## src/rtl/ma_pkg.sv

```systemverilog
// Shared datapath constants so sibling operand registers and the parent agree on width.
package ma_pkg;

    localparam int unsigned OPERAND_WIDTH = 4;

endpackage

```

## src/rtl/ma.sv

```systemverilog
// Loadable operand register with synchronous clear; clear takes priority over load.
module ma
    import ma_pkg::*;
#(
    parameter int unsigned WIDTH = OPERAND_WIDTH
) (
    input  logic             ld,
    input  logic             clr,
    input  logic             clk,
    input  logic [WIDTH-1:0] da,
    output logic [WIDTH-1:0] qa
);

    // Initialiser keeps simulation X-free before the first clear.
    logic [WIDTH-1:0] qa_q = '0;
    logic [WIDTH-1:0] qa_d;

    always_comb begin
        qa_d = qa_q;
        if (ld) begin
            qa_d = da;
        end
    end

    always_ff @(posedge clk) begin
        if (clr) begin
            qa_q <= '0;
        end else begin
            qa_q <= qa_d;
        end
    end

    assign qa = qa_q;

endmodule

```

## config.mk

```make
export PLATFORM = sky130hd
export DESIGN_NAME = ma
export DESIGN_NICKNAME = d
export VERILOG_FILES = /design/src/rtl/ma_pkg.sv /design/src/rtl/ma.sv
export SDC_FILE = /design/constraint.sdc
export NUM_CORES = 1
export LEC_CHECK = 0
export BUFFER_PORTS_ARGS = -buffer_cell sky130_fd_sc_hd__clkbuf_2
export CAP_MARGIN = 10
export CORE_AREA = 2 2 39 41
export DETAILED_ROUTE_END_ITERATION = 10
export DIE_AREA = 0 0 41 43
export PLACE_DENSITY = 0.32
export SLEW_MARGIN = 20
export SYNTH_ARGS = -nofsm -noshare
export SYNTH_HDL_FRONTEND = slang
export SYNTH_SLANG_ARGS = --single-unit
```

## constraint.sdc

```tcl
create_clock -name clk -period 0.8 [get_ports clk]
set_input_delay 0.08 -clock clk [delete_from_list [all_inputs] [get_ports clk]]
set_output_delay 0.08 -clock clk [all_outputs]
set_load 0.005 [all_outputs]
```

==> flow_summary_export.csv <==
group,metric,value,unit
run_status,status,"finished, final reports clean",
synth,async_flop_share,0,%
synth,syn_area,140,um2
synth,synth_top_area_share,57.1,%
global_route,overflow,0,
floorplanning,start_util,10.1,%
routing,routed_wl,348,um
routing,drt-initial-drc-count,0,
pwr,p_leak,0.000121,uW
floorplanning,placementRows,14,
routing,num_vias,131,
routing,wl_per_cell,8.49,um
critical_path,path_max_fanout,2,
sta,rsz0062_at_grt,"no",
critical_path,slowest_stage,"dfxtp_1",
routing,avgViaCountPerCell,3.20,
synth,synth-seq-cells,4,
placement,dp_slack,0.195,ns
global_route,first_global_vias,138,
synth,syn-num-nets,20,
layout,largest_register_ffs,4,
sta,setup_tns,0,ns
layout,fin_cells,41,
sta,period_share,93.6,%
pwr,power_density,2270,nW/um2
critical_path,required,0.72,ns
global_route,grt.total_usage,5.63,%
sta,clock_skew,0,ns
sta,maxClockFrequency,1.34,GHz
placement,place_inst,38,
min_path,min_from,"clr",
floorplanning,ios,11,
synth,synth_top_area_cell,"dfxtp_1",
global_route,antenna_found_initial,0,
sta,worstMarginPinSlew,0.117,ns
critical_path,reg2reg_to,"qa[0]$_SDFFE_PP0P_",
critical_path,crit_path_start_kind,"register",
synth,yosysSeqAreaShare,57.1,%
sta,period_minus_slack,0.749,ns
critical_path,slowest_delay,0.32,ns
cts,h-tree-depth,1,
layout,area_growth,63.4,%
critical_path,cp-end-kind,"output port",
critical_path,worstPathArrival,0.67,ns
cts,cts_tree,"yes",
cts,clock_sinks,4,
cts,clock_latency,0.23,ns
floorplanning,die_area,1760,um2
sta,worst_slack,0.0510,ns
job,cap_violations,0,
critical_path,rrSetupSlack,0.21,ns
layout,nFillCells,159,
critical_path,crit_chain,"clkbuf_2",
sta,slew_violations,0,
synth,ys_types,4,
cts,clock_path_buffers,2,
routing,postRouteAntennaNets,0,
min_path,min_to,"qa[0]$_SDFFE_PP0P_",
min_path,hold_depth,2,
critical_path,path_delay_family,"flip-flops",
synth,synth.avg_cell_area,10.8,um2
sta,slew_headroom,92.0,%
cts,clkTransAtPathRegs,0.04,ns
global_route,grt_max_degree,5,
cts,clockRootBuffer,"clkbuf_4",
routing,drt_pass1_iterations,1,
min_path,hp-class,"in2reg",
critical_path,path_buf_inv,1,
pwr,power,520,uW
layout,nets,34,
placement,gp_congestion,0.621,
synth,synthTopCellsByArea,"dfxtp_1, mux2i_1, nor2_1",
floorplanning,chipHeight,43,um
critical_path,crit_cells,1,
critical_path,reg2reg_depth,2,
critical_path,r2r_start,"qa[0]$_SDFFE_PP0P_",
synth,synthTopCellsByCount,"dfxtp_1, mux2i_1, nor2_1, clkbuf_2",
sta,hold_viol,0,
layout,drive_above_1_share,56.0,%
pwr,ir_drop,0.821,mV
floorplanning,die_x,41,um
critical_path,critPathKind,"reg2out",
floorplanning,core_area,1380,um2
global_route,grt_pass1_wl,524,um
placement,port_buffers,10,
synth,yosysWarnings,0,
synth,syn_inst,13,
synth,synth-edff-count,0,
routing,drc,0,
cts,cts_buffers,3,
layout,diodes,0,
sta,finalSetupViolCount,0,
layout,postLayoutCoreUtil,16.5,%
cts,ctsHoldBuffers,0,
synth,synth-main-ff-cell,"dfxtp_1",
## stage by stage
stage                     hold WS, ns  cell area (um2)
after floorplan                 0.152              140
after global placement          0.303              205
after detailed placement        0.299              205
after CTS                      0.0461              228
after global routing           0.0539              229
final                          0.0521              229
## per-layer routing
layer	global-route usage, %	up-vias	part of all wire [%]
met5	0	-	0
met1	5.16	50	44
met2	5.00	11	34
met4	6.00	0	1.7
met3	7.85	2	20
li1	-	68	-
## power breakdown
part	leakage (uW)	switching, uW	internal (uW)
combinational	0.0000737	21.7	29.3
clock	0.0000138	82.6	168
sequential	0.0000334	5.67	213
## cell families (layout without fill, tap and decap cells)
group / after synthesis / after routing / share of synthesized area, %
multiplexers: 4 / 4 / 28.6
flip-flops: 4 / 4 / 57.1
buffers and inverters: 1 / 13 / 3.57
AND/OR/NAND/NOR: 4 / 4 / 10.7
## cell type report
cell class	instances	area (um2)	area share [%]
flip-flops and latches	4	81.3	35.5
multi-input cells	8	55.1	24.0
well taps	16	20.0	8.74
clock buffers	3	22.5	9.84
repair buffers	10	50.0	21.9
## how the worst max path moves through the flow
| stage | to | slack [ns] | start |
|---|---|---|---|
| after global placement | qa[3]$_SDFFE_PP0P_ | 0.21 | ld |
| after CTS | qa[0] | 0.03 | qa[0]$_SDFFE_PP0P_ |
| after global routing | qa[3] | 0.002 | qa[3]$_SDFFE_PP0P_ |
| after detailed placement | qa[0]$_SDFFE_PP0P_ | 0.19 | ld |
| final | qa[2] | 0.05 | qa[2]$_SDFFE_PP0P_ |
| after floorplan | qa[0]$_SDFFE_PP0P_ | 0.24 | qa[0]$_SDFFE_PP0P_ |
## cell usage in the layout (no fill, tap or decap)
cell       n
mux2i_1    4
nor2_1     4
dfxtp_2    1
clkbuf_4   3
clkbuf_2  10
dfxtp_1    3
## repair_timing
action                                  4_1_cts  5_1_grt
hold endpoints to repair                      0        0
resized for setup                             0        1
buffers inserted                              0        0
endpoints found under the setup margin        0        1
Note: power is estimated with default switching activity, not from simulation.
